### config.mk
export PLATFORM = sky130hd
export DESIGN_NAME = tlx_resp_collector
export DESIGN_NICKNAME = d
export VERILOG_FILES = /design/src/rtl/tlx_resp_collector.sv
export SDC_FILE = /design/constraint.sdc
export NUM_CORES = 1
export LEC_CHECK = 0
export ABC_AREA = 1
export BUFFER_PORTS_ARGS = -buffer_cell sky130_fd_sc_hd__buf_2
export CELL_PAD_IN_SITES_DETAIL_PLACEMENT = 1
export CELL_PAD_IN_SITES_GLOBAL_PLACEMENT = 1
export CORE_ASPECT_RATIO = 1.25
export CORE_MARGIN = 2
export CORE_UTILIZATION = 50
export CTS_BUF_LIST = sky130_fd_sc_hd__clkbuf_2
export DETAILED_ROUTE_END_ITERATION = 10
export GPL_ROUTABILITY_DRIVEN = 0
export PLACE_DENSITY = 0.87
export SETUP_SLACK_MARGIN = 0.15
export SLEW_MARGIN = 20
export SYNTH_ARGS = -nofsm -noshare
export SYNTH_HDL_FRONTEND = slang
export SYNTH_SLANG_ARGS = --single-unit
### constraint.sdc
create_clock -name clk -period 9 [get_ports clk]
set_input_delay 1.35 -clock clk [delete_from_list [all_inputs] [get_ports clk]]
set_output_delay 1.35 -clock clk [all_outputs]
set_load 0.05 [all_outputs]
### src/rtl/tlx_resp_collector.sv
// TLX->AFU response collector: credit-managed response FIFO, per-afutag outstanding
// table that merges dl-split partial responses into a single completion per command.
module tlx_resp_collector #(
   parameter int unsigned TAGW         = 5,
   parameter int unsigned RESP_CREDITS = 4
) (
   input  logic        clk,
   input  logic        resetn,
   input  logic        cmd_issue_valid,
   input  logic [15:0] cmd_issue_afutag,
   input  logic [1:0]  cmd_issue_dl,
   input  logic        tlx_afu_resp_valid,
   input  logic [7:0]  tlx_afu_resp_opcode,
   input  logic [15:0] tlx_afu_resp_afutag,
   input  logic [1:0]  tlx_afu_resp_dl,
   input  logic [3:0]  tlx_afu_resp_code,
   output logic [3:0]  afu_tlx_resp_initial_credit,
   output logic        afu_tlx_resp_credit,
   output logic        afu_tlx_resp_rd_req,
   output logic [2:0]  afu_tlx_resp_rd_cnt,
   output logic        cpl_valid,
   input  logic        cpl_ready,
   output logic [15:0] cpl_afutag,
   output logic        cpl_is_write,
   output logic [1:0]  cpl_status,
   output logic [3:0]  cpl_code,
   output logic [2:0]  err_sticky
);

   localparam int unsigned NTAGS = 1 << TAGW;
   localparam int unsigned AW    = (RESP_CREDITS > 1) ? $clog2(RESP_CREDITS) : 1;

   localparam logic [7:0] OP_RD_RESP = 8'h04;
   localparam logic [7:0] OP_RD_FAIL = 8'h05;
   localparam logic [7:0] OP_WR_RESP = 8'h08;
   localparam logic [7:0] OP_WR_FAIL = 8'h09;

   localparam logic [1:0] ST_OK      = 2'd0;
   localparam logic [1:0] ST_FAILED  = 2'd1;
   localparam logic [1:0] ST_UNKNOWN = 2'd2;

   typedef struct packed {
      logic [7:0]  opcode;
      logic [15:0] afutag;
      logic [1:0]  dl;
      logic [3:0]  code;
   } beat_t;

   function automatic logic [2:0] beats(input logic [1:0] dl);
      case (dl)
         2'b10:   beats = 3'd2;
         2'b11:   beats = 3'd4;
         default: beats = 3'd1;
      endcase
   endfunction

   beat_t          fifo_mem [2**AW];
   logic [AW-1:0]  wr_ptr, rd_ptr;
   logic [3:0]     count;

   logic           tbl_valid [NTAGS];
   logic [2:0]     tbl_exp   [NTAGS];
   logic [2:0]     tbl_rcv   [NTAGS];
   logic           tbl_fail  [NTAGS];
   logic [3:0]     tbl_code  [NTAGS];

   logic           full, push, pop;
   beat_t          head;
   logic [TAGW-1:0] head_idx, issue_idx;
   logic           known_op, is_fail, is_write, hit, done, cpl_fire;
   logic [2:0]     new_rcv;
   logic           new_fail;
   logic [3:0]     new_code;

   assign afu_tlx_resp_initial_credit = 4'(RESP_CREDITS);

   always_comb begin
      full      = (count == 4'(RESP_CREDITS));
      push      = tlx_afu_resp_valid && !full;
      pop       = (count != '0) && (!cpl_valid || cpl_ready);
      head      = fifo_mem[rd_ptr];
      head_idx  = head.afutag[TAGW-1:0];
      issue_idx = cmd_issue_afutag[TAGW-1:0];
      known_op  = (head.opcode == OP_RD_RESP) || (head.opcode == OP_RD_FAIL) ||
                  (head.opcode == OP_WR_RESP) || (head.opcode == OP_WR_FAIL);
      is_fail   = (head.opcode == OP_RD_FAIL) || (head.opcode == OP_WR_FAIL);
      is_write  = (head.opcode == OP_WR_RESP) || (head.opcode == OP_WR_FAIL);
      hit       = tbl_valid[head_idx];
      new_rcv   = tbl_rcv[head_idx] + beats(head.dl);
      new_fail  = tbl_fail[head_idx] | is_fail;
      // only the first failure code for a tag is kept
      new_code  = tbl_fail[head_idx] ? tbl_code[head_idx] : (is_fail ? head.code : '0);
      done      = hit && (new_rcv >= tbl_exp[head_idx]);
      cpl_fire  = pop && known_op && (!hit || done);
   end

   // FIFO storage carries no reset; validity is tracked by count
   always_ff @(posedge clk) begin
      if (push) fifo_mem[wr_ptr] <= beat_t'{tlx_afu_resp_opcode, tlx_afu_resp_afutag,
                                            tlx_afu_resp_dl, tlx_afu_resp_code};
   end

   always_ff @(posedge clk) begin
      if (!resetn) begin
         wr_ptr <= '0;
         rd_ptr <= '0;
         count  <= '0;
      end else begin
         if (push) wr_ptr <= (wr_ptr == AW'(RESP_CREDITS - 1)) ? '0 : wr_ptr + 1'b1;
         if (pop)  rd_ptr <= (rd_ptr == AW'(RESP_CREDITS - 1)) ? '0 : rd_ptr + 1'b1;
         count <= count + {3'b000, push} - {3'b000, pop};
      end
   end

   // pop update first, issue afterwards so a same-cycle issue wins
   always_ff @(posedge clk) begin
      if (!resetn) begin
         for (int unsigned i = 0; i < NTAGS; i++) begin
            tbl_valid[i] <= 1'b0;
            tbl_exp[i]   <= '0;
            tbl_rcv[i]   <= '0;
            tbl_fail[i]  <= 1'b0;
            tbl_code[i]  <= '0;
         end
      end else begin
         if (pop && known_op && hit) begin
            if (done) tbl_valid[head_idx] <= 1'b0;
            tbl_rcv[head_idx]  <= new_rcv;
            tbl_fail[head_idx] <= new_fail;
            tbl_code[head_idx] <= new_code;
         end
         if (cmd_issue_valid) begin
            tbl_valid[issue_idx] <= 1'b1;
            tbl_exp[issue_idx]   <= beats(cmd_issue_dl);
            tbl_rcv[issue_idx]   <= '0;
            tbl_fail[issue_idx]  <= 1'b0;
            tbl_code[issue_idx]  <= '0;
         end
      end
   end

   always_ff @(posedge clk) begin
      if (!resetn) begin
         afu_tlx_resp_credit <= 1'b0;
         afu_tlx_resp_rd_req <= 1'b0;
         afu_tlx_resp_rd_cnt <= '0;
         cpl_valid           <= 1'b0;
         cpl_afutag          <= '0;
         cpl_is_write        <= 1'b0;
         cpl_status          <= '0;
         cpl_code            <= '0;
         err_sticky          <= '0;
      end else begin
         afu_tlx_resp_credit <= pop;
         afu_tlx_resp_rd_req <= pop && (head.opcode == OP_RD_RESP);
         afu_tlx_resp_rd_cnt <= (pop && (head.opcode == OP_RD_RESP)) ? {1'b0, head.dl} : '0;

         if (cpl_fire) begin
            cpl_valid    <= 1'b1;
            cpl_afutag   <= head.afutag;
            cpl_is_write <= is_write;
            cpl_status   <= !hit ? ST_UNKNOWN : (new_fail ? ST_FAILED : ST_OK);
            cpl_code     <= hit ? new_code : '0;
         end else if (cpl_ready) begin
            cpl_valid <= 1'b0;
         end

         if (tlx_afu_resp_valid && full) err_sticky[0] <= 1'b1;
         if (cmd_issue_valid && (tbl_valid[issue_idx] || cmd_issue_dl == 2'b00))
            err_sticky[1] <= 1'b1;
         if (pop && (!known_op || head.dl == 2'b00)) err_sticky[2] <= 1'b1;
      end
   end

endmodule

==> summary.md, run 1 <==
| Metric | Value |
|---|---|
| Syn_area_per_cell | 8.066 um2 |
| Final worst slack | between 1.5 and 2 ns |
| Worst Path Max Fanout | 53 |
| Clk_lat worst skew | between 1 and 1.5 ns |
| Final wirelength | 90340 um |
| Die W | approximately 210 um |
| Ports | ~90 |
| Initial Util | between 50% and 60% |
| GRT overflow | 0 |
| WP data required | between 10 and 15 ns |
| CTS buffer count | 139 |
| Slew HR | 20.59% |
| Seq cells post-synth | 545 |
| Initial antenna violation count | 6 |
| Post-CTS Setup Inserts | 0 |
| WL/cell | roughly 23 um |
| First-pass GRT wire length | ~140000 um |
| Max Cap Viol | 0 |
| Final hold viol count | 0 |
| H-Tree Depth | 4 |
| Most common cell after layout, fill and taps aside | nand2_1 |
| Number of synthesized flops with an enable pin | between 200 and 250 |
| CTS resizes | 0 |
| Fmax | roughly 130 MHz |
| Share of post-route cells with drive strength above 1 | between 10% and 20% |
| Post-synth ARST share | 0% |
| Setup Viol. Count Final | 0 |
| Max-slew violations | 0 |
| Pleak | 10.92 nW |
| Post-Syn Instances | between 3k and 4k |
| 1st-pass router iterations | 6 |
| Seq/Total Area, Yosys | about half |
| Storage cell area | 0.01307 mm2 |
| Most frequent cells in the layout | nand2_1, nand3_1, dfxtp_1, nor2_1, a21oi_1 |
| Number of hold buffers added after CTS | 0 |
| Hold Path Origin | tlx_afu_resp_afutag[14] |
| # fillers | between 6k and 7k |
| Number of global-route vias before repair | 25.33k |
| Final Skew | about 0.076 ns |
| Routed Antenna Nets | 0 |
| I/O Buffers | 72 |
| Placement Rows | 92 |
| Maximum clock path buffer count | 3 |
| Status | completed |
| Nets | between 3k and 4k |
| Detailed placer's ending HPWL | ~60000 um |
| Critical Path AT | 8.51 ns |
| Syn. warnings | 0 |
| Crit. End Element | flop |
| Least-Margin Pin Slew | 1.191 ns |
| Die ar. | approximately 0.053 mm2 |
| GRT Overall Usage | 34.24% |
| Ys flop type | dfxtp_1 |
| Post-place setup slack | around 1.8 ns |
| Tot Pwr | between 0.007 and 0.008 W |
| Peak VDD IR | about 0.41 mV |
| Yosys cell types | 46 |
| Startpoint type of the worst setup path | flop |
| Hold Path Class | input port to flop |
| Clock root cell | clkbuf_2 |
| PwrDens | around 280 mW/mm2 |
| 1st-iter DRT viols | around 2.1k |
| Sink Count | 545 |
| Min Tclk post-route | approximately 7.5 ns |
| Die H | between 200 and 300 um |
| Clock transition at the registers of the reported paths | roughly 0.12 ns |
| Largest net degree at the start of global routing | between 200 and 250 |
| Setup CP Type | flop to flop |
| Area of the multi-input gates | approximately 0.011 mm2 |
| Vias/cell | 5.996 |
| Syn-to-layout area delta | 7.056% |
| Tcrit/Tclk final | roughly 83% |
| CTS tree | built |
| Synthesized area | 0.02539 mm2 |
| RSZ-0062 raised after global routing | false |
| Core footprint | 0.05030 mm2 |
| Via Count | between 20k and 25k |
| Sum Neg Setup Slack | 0 ns |
| DRC Markers | 0 |
-- path summary, 6_finish.rpt --
check	to	slack [ns]	cells past startpoint
worst min-delay path	fifo_mem[2][20]$_DFFE_PP_	0.37	1
worst max register to register	cpl_afutag[2]$_SDFFE_PN0P_	1.52	26
worst max-delay path	cpl_afutag[2]$_SDFFE_PN0P_	1.52	26
worst min register to register	err_sticky[0]$_SDFFE_PN0P_	0.47	2
-- flip-flops by register name (all words and copies together), names as in the netlist, named ones only --
| signal | cells |
|---|---|
| wr_ptr | 2 |
| cpl_status | 2 |
| err_sticky | 3 |
| cpl_is_write | 1 |
| cpl_valid | 1 |
| tbl_rcv | 96 |
| afu_tlx_resp_rd_req | 1 |
| tbl_valid | 32 |
| afu_tlx_resp_credit | 1 |
| count | 4 |
| tbl_exp | 96 |
| afu_tlx_resp_rd_cnt | 2 |
| cpl_code | 4 |
| tbl_fail | 32 |
| cpl_afutag | 16 |
| rd_ptr | 2 |
| tbl_code | 128 |
| fifo_mem | 120 |
-- per-layer routing --
| metal | vias to the layer above | track usage, % | wire length [um] |
|---|---|---|---|
| li1 | 10754 | - | - |
| met1 | 11727 | 38.98 | 33240 |
| met2 | 1097 | 59.18 | 45250 |
| met3 | 315 | 6.404 | 6920 |
| met4 | 8 | 20.44 | 4873 |
| met5 | - | 0 | 57 |
-- synthesized netlist by cell type (6+ instances only) --
library cell    n  area (um2)
nor3_1         14       70.07
o21ai_0        82       410.4
a21oi_1       280        1401
clkinv_1        6       22.52
buf_2          59       295.3
nand3_4        31       543.0
nor2_2          7       43.79
nand3_1       339        1697
clkinv_2       30       150.1
buf_4          28       210.2
inv_1         125       469.2
clkbuf_1       52       195.2
nor2_1        287        1077
nand2_2        10       62.56
a22oi_1        46       345.3
edfxtp_1      216        6486
nand2_1       997        3742
ha_1           15       187.7
buf_6          12       135.1
inv_2          12       45.04
o22ai_1        63       394.1
buf_1          19       71.32
dfxtp_1       329        6586
nand3b_1       31       232.7
nand4_1        12       75.07
-- area by class of cell --
class / count / area share, %
clock buffer: 203 / 3.737
inverter: 174 / 2.550
timing repair buffer: 114 / 2.568
clock inverter: 33 / 0.7595
antenna: 2 / 0.01841
tap: 658 / 3.029
multi-input combinational: 2257 / 39.24
sequential: 545 / 48.09
-- metrics by stage --
step | hold WS [ns] | utilization, % | area [um2] | std cells
floorplan | 0.4561 | - | 25400 | 3151
global placement | 0.4402 | 51.60 | 25960 | 3748
detailed placement | 0.4477 | 51.60 | 25960 | 3748
CTS | 0.2711 | 54.03 | 27180 | 3984
global route | 0.2979 | 54.03 | 27180 | 3985
finish | 0.3738 | 54.04 | 27180 | 3986
-- power by group --
part	switching, W	leakage, nW	internal (W)
logic	0.00247	5.30	0.000648
registers	0.0000523	4.67	0.00269
clock network	0.00105	0.956	0.000682
total	0.00358	10.9	0.00402
-- critical path, cell delays in order, from the launching register on --
cell and delay (ns):
dfxtp_2 0.34, inv_2 0.68, nand2_1 0.16, nand3_1 0.14, nand2_2 0.42, nand2_2 0.57, inv_1 0.39, buf_4 0.31
a22oi_1 0.20, a21oi_1 0.18, nor4_1 0.64, fa_1 0.31, inv_1 0.05, xor2_1 0.17, inv_1 0.07, nand3_1 0.09
nand2_1 0.11, inv_2 0.04, ha_1 0.32, a21oi_1 0.19, o21ai_0 0.15, a31oi_1 0.45, nand2_1 0.18, nand2_2 0.51
inv_2 0.31, nor2_1 0.23, nor2_1 0.09
-- kinds of logic (layout without fill, tap and decap cells) --
| logic type | after synthesis | count (layout) | synth area share (%) |
|---|---|---|---|
| AND/OR/NAND/NOR | 1742 | 1742 | 30.28 |
| flip-flops | 545 | 545 | 51.48 |
| AO/OA/AOI/OAI | 491 | 491 | 10.64 |
| buffers and inverters | 349 | 524 | 6.598 |
| adder cells (fa/ha/maj) | 17 | 17 | 0.8968 |
| other | 2 | 7 | 0.02958 |
| XOR/XNOR | 2 | 2 | 0.06900 |
No activity file was read; power rests on OpenSTA's default activity.
==> inputs of run 2 (changes only) <==
CORE_UTILIZATION = 44   (was 50)
PLACE_DENSITY = 0.81   (was 0.87)
clock period = 6.8 ns   (was 9 ns; I/O delays follow)
==> run 2 against run 1 <==
Against the previous run:
- cell count rose by 3.6%
- maximum frequency is 20% higher
- sequential power grew 32%
- count of clock-buffer cells in the layout up 17
- critical path type unchanged
- utilization is 5.5 points lower
- sequential share of layout area is 0.97 points lower
- register-to-register slack got worse by 0.97 ns
- global-route usage decreased by 2.6 points
- via count is 0.51% higher
- combinational power is 31% higher
- clock power up 40%
- design area increased by 2.1%
==> summary.md, run 2 (synthesis gave the netlist of run 1 again) <==
| Metric | Value |
|---|---|
| Min Tclk post-route | 6.253 ns (-1.231 ns) |
| Die H | 272.6 um (+6.5%) |
| # fillers | 7088 (+13%) |
| Startpoint type of the worst setup path | flop |
| Largest net degree at the start of global routing | 113 (-53%) |
| Peak VDD IR | 0.4121 mV (+1.3%) |
| Placed cells | 3845 (+2.6%) |
| Share of post-route cells with drive strength above 1 | 13.62% (+0.48 points) |
| Area of the multi-input gates | 0.01067 mm2 (about the same) |
| First-pass GRT wire length | 144600 um (+4.3%) |
| Core footprint | 0.05714 mm2 (+14%) |
| Max FFs per register | 128 (unchanged) |
| Maximum clock path buffer count | 3 (unchanged) |
| Ports | 89 (unchanged) |
| Clk_lat worst skew | 1.37 ns (+0.18 ns) |
| Sum Neg Setup Slack | 0 ns (unchanged) |
| Clock transition at the registers of the reported paths | 0.12 ns (about the same) |
| CTS tree | built |
| Largest regs | tbl_code (128), fifo_mem (120) |
| RSZ-0062 raised after global routing | false |
| Status | completed |
| Pleak | 11.11 nW (+1.8%) |
| WP data required | 8.02 ns (-2.00 ns) |
| Initial antenna violation count | 8 (+2) |
| Crit. End Element | flop |
| Max Cap Viol | 0 (unchanged) |
| PwrDens | 365.4 mW/mm2 (+31%) |
| I/O Buffers | 72 (unchanged) |
| GRT overflow | 0 (unchanged) |
| DRC Markers | 0 (unchanged) |
| Final Skew | 0.09823 ns (+0.02256 ns) |
| Post-CTS Setup Inserts | 0 (unchanged) |
| Die W | 218.9 um (+6.5%) |
| CTS buffer count | 138 (-0.72%) |
| Via Count | 24.02k (+0.51%) |
| Max-slew violations | 0 (unchanged) |
| Setup CP Type | flop to flop |
| Placement Rows | 98 (+6.5%) |
| Storage cell area | 0.01307 mm2 (unchanged) |
| Vias/cell | 5.820 (-2.9%) |
| Critical Path AT | 7.48 ns (-1.03 ns) |
| Final cell count without fillers | 4128 (+3.6%) |
| Hold Path Class | input port to flop |
| Least-Margin Pin Slew | 1.056 ns (-0.1351 ns) |
| Most common cell after layout, fill and taps aside | nand2_1 |
| WL/cell | 22.85 um (+0.82%) |
| 1st-pass router iterations | 9 (+3) |
| Worst Path Max Fanout | 25 (-53%) |
| Hold Path Origin | cmd_issue_valid |
| Clock root cell | clkbuf_2 |
| Slew HR | 29.60% (+9.0 points) |
| Routed Antenna Nets | 0 (unchanged) |
| Reg with most FFs | tbl_code |
| Final wirelength | 94330 um (+4.4%) |
| Tcrit/Tclk final | 91.96% (+8.8 points) |
| Syn-to-layout area delta | 9.264% |
| Initial Util | 44.44% (-6.0 points) |
| GRT Overall Usage | 31.68% (-2.6 points) |
| Detailed placer's ending HPWL | 60240 um (+2.8%) |
| H-Tree Depth | 4 (unchanged) |
| Setup Viol. Count Final | 0 (unchanged) |
| Number of global-route vias before repair | 25.63k (+1.2%) |
| Final hold viol count | 0 (unchanged) |
| Most frequent cells in the layout | nand2_1, nand3_1, dfxtp_1, nor2_1, a21oi_1 |
| Fmax | 159.9 MHz (+20%) |
| Die ar. | 0.05966 mm2 (+13%) |
| Sink Count | 545 (unchanged) |
| 1st-iter DRT viols | 1868 (-13%) |
| Nets | 3338 (+1.1%) |
[run 2: final cells by class]
class	instances	share of cell area, %
flip-flops and latches	545	47.12
multi-input cells	2257	38.47
clock buffers	220	3.969
repair buffers	152	3.824
well taps	750	3.382
inverters	174	2.498
clock inverters	23	0.6675
diodes	7	0.06314
[run 2: worst paths after layout]
| check | endpoint | slack (ns) | cells after the start |
|---|---|---|---|
| worst max-delay path | cpl_afutag[5]$_SDFFE_PN0P_ | 0.55 | 27 |
| worst min-delay path | err_sticky[1]$_SDFFE_PN0P_ | 0.22 | 3 |
| worst max register to register | cpl_afutag[5]$_SDFFE_PN0P_ | 0.55 | 27 |
| worst min register to register | err_sticky[0]$_SDFFE_PN0P_ | 0.46 | 2 |
[run 2: report_power, final]
part           total, W  internal (W)  switching (W)
Sequential      0.00363       0.00355      0.0000787
Combinational   0.00408      0.000874        0.00321
Clock           0.00242      0.000959        0.00146
[run 2: stage by stage]
stage | setup WS [ns] | hold WS, ns | area, um2 | power [W] | util [%]
3_5_place_dp | 0.6065 | 0.4369 | 26100 | 0.007630 | 45.67
4_1_cts | 0.5367 | 0.04283 | 27710 | 0.01000 | 48.50
2_1_floorplan | 2.268 | 0.4561 | 25400 | 0.006242 | -
3_3_place_gp | 0.7109 | 0.4408 | 26100 | 0.007496 | 45.67
6_report | 0.5470 | 0.2229 | 27740 | 0.01014 | 48.55
5_1_grt | 0.2910 | 0.1202 | 27740 | 0.01055 | 48.54
[run 2: critical path, cell delays in order, from the launching register on]
cell	delay, ns
dfxtp_1	0.40
buf_4	0.37
nand3_2	0.18
nand2_4	0.20
inv_2	0.06
nand2_2	0.21
inv_1	0.48
a22oi_1	0.32
nand2_1	0.21
nand2_1	0.11
nand4_1	0.13
nor4_2	0.48
fa_1	0.28
inv_1	0.05
xor2_1	0.17
inv_1	0.07
nand3_1	0.07
nand2_1	0.10
inv_2	0.04
ha_1	0.33
a21oi_1	0.18
o21ai_0	0.11
a31oi_1	0.41
nand2_1	0.15
nand2_2	0.40
inv_2	0.29
nor2_1	0.23
nor2_1	0.07
[run 2: per-layer routing]
layer  global-route usage [%]  share of wire, %  vias to the layer above
met4                    19.72               6.1                        2
met5                        0             0.014                        -
li1                         -                 -                    10817
met1                    35.09                37                    11869
met2                    55.22                50                     1005
met3                    6.722               6.5                      331
[run 2: repair_timing]
| item | in CTS | in global routing |
|---|---|---|
| hold endpoints to repair | 135 | 0 |
| endpoints found under the setup margin | 0 | 24 |
| hold buffers | 33 | 0 |
| resized for setup | 0 | 1 |
